### src/rtl/mlp_result_streamer_if.sv
// rtl/mlp_result_streamer_if.sv - byte stream between the result streamer and the UART transmitter
interface mlp_result_streamer_if;
  logic       tx_valid;
  logic [7:0] tx_data;
  logic       tx_ready;

  // Source side: the streamer presents bytes and observes acceptance.
  modport master (output tx_valid, output tx_data, input tx_ready);
  // Sink side: the UART transmitter consumes bytes.
  modport slave  (input tx_valid, input tx_data, output tx_ready);
endinterface

### src/rtl/mlp_result_streamer.sv
// rtl/mlp_result_streamer.sv - snapshots MLP accumulators and streams them as a byte frame (option: RESULT_STREAMER_CHECKSUM_EN)
module mlp_result_streamer #(
  parameter logic [3:0] DONE_STATE  = 4'd7,
  parameter logic [7:0] HEADER_BYTE = 8'hA5,
  parameter bit         AUTO_SEND   = 1'b0
) (
  input  logic                   clk,
  input  logic                   rst,
  input  logic [3:0]             mlp_state,
  input  logic [31:0]            mlp_acc0,
  input  logic [31:0]            mlp_acc1,
  input  logic                   cmd_read,
  mlp_result_streamer_if.master  tx,
  output logic                   busy,
  output logic                   overrun
);

`ifdef RESULT_STREAMER_CHECKSUM_EN
  typedef enum logic [1:0] {IDLE, HDR, PAY, CSUM} state_t;
`else
  typedef enum logic [1:0] {IDLE, HDR, PAY} state_t;
`endif

  state_t      state;
  state_t      state_next;
  logic [3:0]  prev_state;
  logic [63:0] snap;
  logic [2:0]  idx;
  logic        trigger;
  logic        valid;
  logic [7:0]  data;
  logic        handshake;
  logic [7:0]  pay_byte;
`ifdef RESULT_STREAMER_CHECKSUM_EN
  logic [7:0]  csum;
`endif

  // Both trigger sources in one cycle collapse into a single request.
  assign trigger   = cmd_read |
                     (AUTO_SEND && (mlp_state == DONE_STATE) && (prev_state != DONE_STATE));
  assign pay_byte  = snap[{idx, 3'b000} +: 8];
  assign handshake = valid & tx.tx_ready;
  assign tx.tx_valid = valid;
  assign tx.tx_data  = data;
  assign busy      = (state != IDLE);

  // Next-state and stream outputs; data comes straight from the held snapshot so it stays stable under stall.
  always_comb begin
    state_next = state;
    valid      = 1'b0;
    data       = 8'h00;
    case (state)
      IDLE: begin
        if (trigger) state_next = HDR;
      end
      HDR: begin
        valid = 1'b1;
        data  = HEADER_BYTE;
        if (tx.tx_ready) state_next = PAY;
      end
      PAY: begin
        valid = 1'b1;
        data  = pay_byte;
        if (tx.tx_ready && (idx == 3'd7)) begin
`ifdef RESULT_STREAMER_CHECKSUM_EN
          state_next = CSUM;
`else
          state_next = IDLE;
`endif
        end
      end
`ifdef RESULT_STREAMER_CHECKSUM_EN
      CSUM: begin
        valid = 1'b1;
        data  = csum;
        if (tx.tx_ready) state_next = IDLE;
      end
`endif
      default: state_next = IDLE;
    endcase
  end

  // State register, edge detector, snapshot/index datapath and overrun pulse.
  always_ff @(posedge clk) begin
    if (rst) begin
      state      <= IDLE;
      prev_state <= 4'd0;
      snap       <= 64'd0;
      idx        <= 3'd0;
      overrun    <= 1'b0;
    end else begin
      state      <= state_next;
      prev_state <= mlp_state;
      overrun    <= trigger && (state != IDLE);
      if ((state == IDLE) && trigger) begin
        snap <= {mlp_acc1, mlp_acc0};
        idx  <= 3'd0;
      end else if ((state == PAY) && handshake) begin
        idx  <= idx + 3'd1;
      end
    end
  end

`ifdef RESULT_STREAMER_CHECKSUM_EN
  // Running XOR of every byte accepted so far in the frame.
  always_ff @(posedge clk) begin
    if (rst) begin
      csum <= 8'h00;
    end else if ((state == IDLE) && trigger) begin
      csum <= 8'h00;
    end else if (handshake) begin
      csum <= csum ^ data;
    end
  end
`endif

endmodule
### src/flat_wrapper.sv
// flat-port wrapper written by rule: the top's interface ports become plain ports
module mlp_result_streamer_flat 
#(
  parameter logic [3:0] DONE_STATE  = 4'd7,
  parameter logic [7:0] HEADER_BYTE = 8'hA5,
  parameter bit         AUTO_SEND   = 1'b0
)
  (clk, rst, mlp_state, mlp_acc0, mlp_acc1, cmd_read, busy, overrun, tx_tx_valid, tx_tx_data, tx_tx_ready);
  mlp_result_streamer_if tx_i ();
  input  logic clk;
  input  logic rst;
  input  logic [3:0] mlp_state;
  input  logic [31:0] mlp_acc0;
  input  logic [31:0] mlp_acc1;
  input  logic cmd_read;
  output logic busy;
  output logic overrun;
  output wire logic [$bits(tx_i.tx_valid)-1:0] tx_tx_valid;
  output wire logic [$bits(tx_i.tx_data)-1:0] tx_tx_data;
  input wire logic [$bits(tx_i.tx_ready)-1:0] tx_tx_ready;
  assign tx_tx_valid = tx_i.tx_valid;
  assign tx_tx_data = tx_i.tx_data;
  assign tx_i.tx_ready = tx_tx_ready;
  mlp_result_streamer #(.DONE_STATE(DONE_STATE), .HEADER_BYTE(HEADER_BYTE), .AUTO_SEND(AUTO_SEND)) u_core (.clk(clk), .rst(rst), .mlp_state(mlp_state), .mlp_acc0(mlp_acc0), .mlp_acc1(mlp_acc1), .cmd_read(cmd_read), .tx(tx_i), .busy(busy), .overrun(overrun));
endmodule
### config.mk
export PLATFORM = sky130hd
export DESIGN_NAME = mlp_result_streamer_flat
export DESIGN_NICKNAME = d
export VERILOG_FILES = /design/src/rtl/mlp_result_streamer_if.sv /design/src/rtl/mlp_result_streamer.sv /design/src/flat_wrapper.sv
export SDC_FILE = /design/constraint.sdc
export NUM_CORES = 1
export LEC_CHECK = 0
export CORE_MARGIN = 5
export CORE_UTILIZATION = 50
export CTS_BUF_LIST = sky130_fd_sc_hd__clkbuf_4
export CTS_CLUSTER_SIZE = 12
export DETAILED_ROUTE_END_ITERATION = 12
export PLACE_DENSITY = 0.82
export SKIP_LAST_GASP = 1
export SLEW_MARGIN = 10
export SYNTH_ARGS = -nofsm -noshare
export SYNTH_HDL_FRONTEND = slang
export SYNTH_SLANG_ARGS = --single-unit
### constraint.sdc
create_clock -name clk -period 2.52 [get_ports clk]
set_input_delay 0.756 -clock clk [delete_from_list [all_inputs] [get_ports clk]]
set_output_delay 0.756 -clock clk [all_outputs]
set_load 0.01 [all_outputs]
### Yosys cells after proc, flatten, opt, wreduce, memory -nomap -nowiden

Cells that the tools add are included.

| word-level totals | value |
|---|---|
| bits in registers | 70 |
| bits of input ports | 72 |

| operators by class | value |
|---|---|
| add/subtract/negate cells | 1 |
| eq/ne operators | 6 |
| shift operators | 1 |
| mux-type cells | 6 |
| bitwise gates (word level) | 1 |
| reduce and logical (&&, ||, !) cells | 9 |

Operator list:

| operator | count |
|---|---|
| 64-bit by 7-bit variable part select with 8-bit output | 1 |
| 8-bit one-hot mux with 2 select lines | 1 |
| 2-bit 2-to-1 mux | 3 |
| 2-bit one-hot mux with 3 select lines | 1 |
| 1-bit logical AND | 4 |
| 2-bit != test (second input constant) | 2 |
| 2-bit OR reduction | 2 |
| 3-bit by 1-bit adder with 3-bit output (second input constant) | 1 |
| 3-bit == test (second input constant) | 1 |
| 3-bit AND reduction | 1 |
| 2-bit by 1-bit == test with 1-bit output (second input constant) | 1 |
| 2-bit == test (second input constant) | 1 |
| 2-bit zero test | 1 |
| 2-bit by 1-bit != test with 1-bit output (second input constant) | 1 |
| 2-bit nonzero test | 1 |
| 1-bit bitwise AND | 1 |
| 1-bit 2-to-1 mux | 1 |

### Depth between registers and ports, before layout

Gate-level depths: netlist of the first run.

| depth | value |
|---|---|
| depth after elaboration | 5 |
| gate-level depth with buffers | 8 |
| depth with buffers taken out | 5 |

### Least setup slack after synthesis of the first run

Ideal clock, no wire load.

| timing | value |
|---|---|
| path type | reg2out |
| start point | register u_core.idx[0] |
| end point | output tx_tx_data[0] |
| data arrival time | 1.330 ns |
| required time | 1.764 ns |
| setup slack | 0.434 ns |
| stages on the path, launching flop included | 4 |
| cell sequence | dfxtp_1 buf_6 mux4_2 o221a_1 |

| between the ends | value |
|---|---|
| longest elaborated chain between the ends | 2 |

Ends and longest elaborated chain:

| element | RTL line | source |
|---|---|---|
| start, declared | mlp_result_streamer.sv:28 | `logic [2:0] idx;` |
| start signal, assigned | mlp_result_streamer.sv:99 | `idx <= idx + 3'd1;` |
| 64-bit by 7-bit variable part select with 8-bit output | mlp_result_streamer.sv:41 | `assign pay_byte = snap[{idx, 3'b000} +: 8];` |
| 8-bit one-hot mux with 2 select lines | mlp_result_streamer.sv:52 | `case (state)` |
| end, declared | flat_wrapper.sv:19 | `output wire logic [$bits(tx_i.tx_data)-1:0] tx_tx_data;` |

Every way passes these cells.

### Worst setup path in the final report of the first run

| timing | value |
|---|---|
| start point | register u_core.idx[0] |
| end point | output tx_tx_data[3] |

The elaborated chain is that of the path after synthesis.

==> Flow_metrics.wiki, run 1 <==
{| class="wikitable"
! Metric !! Value
|-
| 1st-pass router iterations || 4
|-
| Number of global-route vias before repair || 2742
|-
| Worst setup path start || u_core.idx[0]
|-
| Clock tree from TritonCTS || done
|-
| Final period utilization || 106.4%
|-
| Tightest slew margin relative to the limit || 69.29%
|-
| Peak supply drop || 0.0004525 V
|-
| Worst hold path startpoint || u_core.snap[14]
|-
| Clk_lat worst skew || 0.42 ns
|-
| Count of vias placed by the detailed router || 2826
|-
| Effective utilization at floorplan || 51.72%
|-
| Cells after Synth || 359
|-
| Mean instance size in the synthesized netlist || 8.581 um2
|-
| Total power of the final layout || 2912 uW
|-
| DRC violations left || 0
|-
| Via/cell ratio || 5.445
|-
| Net Sw Frac || 25.41%
|-
| Category of the most critical setup path || reg2out
|-
| Status || finished, violations left
|-
| Post-placement setup slack || -0.07302 ns
|-
| Yosys reg bits || 70
|-
| Ports || 83
|-
| Worst clock skew || 0.009071 ns
|-
| Std-Cell Core Area || 0.005956 mm2
|-
| Number of H-tree branching levels || 3
|-
| Final setup margin || -0.1600 ns
|-
| Failing checks || setup timing
|-
| Worst Hold Path Cells || 2
|-
| Number of filler cells placed in the layout || 437
|-
| Clock transition at the registers of the reported paths || 0.12 ns
|-
| Cell area after synthesis || 0.003080 mm2
|-
| Final-report max-slew violation count || 0
|-
| Most used cells in the layout excluding fill and tap cells || sky130_fd_sc_hd__nand2_1, sky130_fd_sc_hd__clkdlybuf4s50_1, sky130_fd_sc_hd__dfxtp_1
|-
| Placed Area || 0.003981 mm2
|-
| Routability congestion estimate || 0.8330
|-
| Pint || 2172 uW
|-
| Final setup violation count || 8
|-
| Least-Margin Pin Slew || 0.4606 ns
|-
| Relative contribution of sequential cells to total power || 43.3%
|-
| Unrepaired setup endpoints after global routing || true
|-
| Total half-perimeter wirelength after legalization and detailed placement || 5401 um
|-
| Kind of launch point of the worst setup path || flip-flop
|-
| Max-capacitance violation count || 0
|-
| Final count of hold timing violations || 0
|-
| Total Nets Final || 517
|-
| Placement Rows || 28
|-
| Clock tree root buffer cell || sky130_fd_sc_hd__clkbuf_4
|-
| Sequential area share after synthesis || 45.49%
|-
| Worst-path maximum fanout || 4
|-
| Minimum period implied by the final worst setup slack || 2.680 ns
|-
| Bufs on Longest Clock Path || 2
|-
| Kind of capture point of the worst setup path || output port
|-
| Total gr overflow || 0
|-
| Synthesis warning total || 0
|-
| Pin count of the biggest net entering global routing || 65
|-
| Worst R2R Path Depth || 7
|-
| Finished layout cell area || 0.004278 mm2
|-
| Initial antenna violation count || 0
|-
| Multi-input gate area || 0.001583 mm2
|-
| Storage cell area || 0.001410 mm2
|-
| First-pass GRT wire length || 12590 um
|-
| Count of flip-flops with a built-in enable after synthesis || 0
|-
| Most common cell after layout, fill and taps aside || sky130_fd_sc_hd__nand2_1
|-
| Power dissipated by switching net loads || 739.8 uW
|-
| Fraction of registers with async set/reset || 0%
|-
| DR iter-0 viols || 191
|-
| Worst EP arrival || 1.92 ns
|-
| Achievable clock frequency || 373.1 MHz
|-
| Area of the die || 0.007830 mm2
|-
| Relative contribution of combinational cells to total power || 18.7%
|-
| Routed len/inst || 15.40 um
|-
| Remaining number of nets flagged by the antenna check after routing || 0
|-
| Share of layout cells above drive strength 1 || 15.77%
|-
| Clk sink count || 70
|-
| Area grow syn2layout || 38.87%
|-
| Final wirelength || 7994 um
|-
| Top FF cell, synth || sky130_fd_sc_hd__dfxtp_1
|-
| Total track usage || 21.41%
|-
| Hold/Removal Path Class || reg2reg
|-
| Source of the worst register-to-register timing path || u_core.idx[0]
|-
| Diodes inserted || 0
|-
| Port Buf Inserts || 78
|-
| Leakage Power || 0.001644 uW
|-
| Clock Power Share || 38.0%
|-
| Die Y-Extent || 88.49 um
|-
| Number of nets in the synthesized netlist || 437
|-
| Power density relative to cell area || 680.6 mW/mm2
|-
| Die span in x || 88.49 um
|-
| Distinct cell type count after synthesis || 28
|-
| Data required time of the worst path || 1.76 ns
|-
| Total clock buffers created by CTS || 9
|}
## power groups by stage
stage                     clock network [uW]  registers [uW]  logic [uW]
after floorplan                            0            1260         311
after global placement                     0            1270         519
after detailed placement                   0            1280         534
after CTS                               1110            1260         537
after global routing                    1160            1270         600
final                                   1110            1260         544
## worst max-delay path, stage by stage (launching register included)
cell and delay [ns]:
sky130_fd_sc_hd__dfxtp_4 0.42, sky130_fd_sc_hd__buf_6 0.13, sky130_fd_sc_hd__buf_6 0.09, sky130_fd_sc_hd__mux4_2 0.49, sky130_fd_sc_hd__mux2i_1 0.14, sky130_fd_sc_hd__nor2_1 0.07
sky130_fd_sc_hd__buf_2 0.15
## registers in the layout (all words and copies together), names as in the netlist
register / count
u_core.idx: 3
u_core.overrun: 1
u_core.snap: 64
u_core.state: 2
## kinds of logic (layout without fill, tap and decap cells)
group | count (synthesis) | count (layout) | synth area share [%]
AO/OA/AOI/OAI | 77 | 77 | 14.26
AND/OR/NAND/NOR | 149 | 149 | 19.17
adder cells (fa/ha/maj) | 6 | 6 | 2.437
buffers and inverters | 30 | 115 | 4.549
multiplexers | 26 | 26 | 13.81
XOR/XNOR | 1 | 1 | 0.2844
flip-flops | 70 | 70 | 45.49
## per-stage QoR
step | util (%) | setup TNS [ns] | hold slack (ns) | cells
3_3_place_gp | 66.85 | -0.3439 | 0.4394 | 498
5_1_grt | 71.83 | -1.389 | 0.4876 | 519
2_1_floorplan | - | 0 | 0.4315 | 359
6_report | 71.83 | -0.8486 | 0.4589 | 519
4_1_cts | 71.66 | -0.9005 | 0.4604 | 520
3_5_place_dp | 66.85 | -0.3402 | 0.4449 | 498
## cell usage after synthesis (2+ instances only)
| master | instances | share of area (%) |
|---|---|---|
| sky130_fd_sc_hd__ha_1 | 6 | 2.4 |
| sky130_fd_sc_hd__a221oi_1 | 4 | 1.1 |
| sky130_fd_sc_hd__mux4_1 | 4 | 3.4 |
| sky130_fd_sc_hd__nand2b_1 | 3 | 0.61 |
| sky130_fd_sc_hd__clkbuf_1 | 16 | 1.9 |
| sky130_fd_sc_hd__nor2b_1 | 2 | 0.41 |
| sky130_fd_sc_hd__inv_1 | 4 | 0.49 |
| sky130_fd_sc_hd__buf_2 | 7 | 1.1 |
| sky130_fd_sc_hd__mux4_2 | 8 | 5.8 |
| sky130_fd_sc_hd__dfxtp_1 | 70 | 45 |
| sky130_fd_sc_hd__a21oi_1 | 65 | 11 |
| sky130_fd_sc_hd__nand2_1 | 130 | 16 |
| sky130_fd_sc_hd__mux2i_1 | 14 | 4.5 |
| sky130_fd_sc_hd__and2_1 | 2 | 0.41 |
| sky130_fd_sc_hd__nor3_1 | 3 | 0.49 |
| sky130_fd_sc_hd__buf_6 | 2 | 0.73 |
| sky130_fd_sc_hd__o221a_1 | 4 | 1.5 |
| sky130_fd_sc_hd__nor2_1 | 5 | 0.61 |
## path summary, 6_finish.rpt
| check | endpoint | slack [ns] |
|---|---|---|
| max | tx_tx_data[3] | -0.16 |
| min | u_core.snap[14] | 0.46 |
| max reg2reg | u_core.state[1] | 0.82 |
| min reg2reg | u_core.snap[14] | 0.46 |
## final cells by class
type,instances,area share [%]
clock buffers,9,1.579
clock inverters,7,3.744
inverters,4,0.3510
multi-input cells,259,37.00
flip-flops and latches,70,32.96
well taps,75,2.194
repair buffers,95,22.17
## metal layers
| metal | track usage [%] | vias up | part of all wire [%] |
|---|---|---|---|
| li1 | - | 1381 | - |
| met1 | 25.09 | 1344 | 38 |
| met2 | 37.32 | 83 | 53 |
| met3 | 2.980 | 18 | 5.6 |
| met4 | 12.36 | 0 | 3.2 |
| met5 | 0 | - | 0 |
## repair_timing
action,CTS,global route
buffers inserted,5,0
hold buffers,0,0
resized for setup,46,9
endpoints found under the setup margin,10,9
pin swaps,8,6
gates cloned,1,0
Note: power is estimated with default switching activity, not from simulation.
==> run 2: changes to the inputs <==
--- a/config.mk
+++ b/config.mk
@@ -10,6 +10,7 @@
 export CTS_BUF_LIST = sky130_fd_sc_hd__clkbuf_4
 export CTS_CLUSTER_SIZE = 12
 export DETAILED_ROUTE_END_ITERATION = 12
+export GPL_ROUTABILITY_DRIVEN = 0
 export PLACE_DENSITY = 0.82
 export SKIP_LAST_GASP = 1
 export SLEW_MARGIN = 10
==> results of run 2 <==
The final DEF is identical to that of run 1; final timing and power are the same.
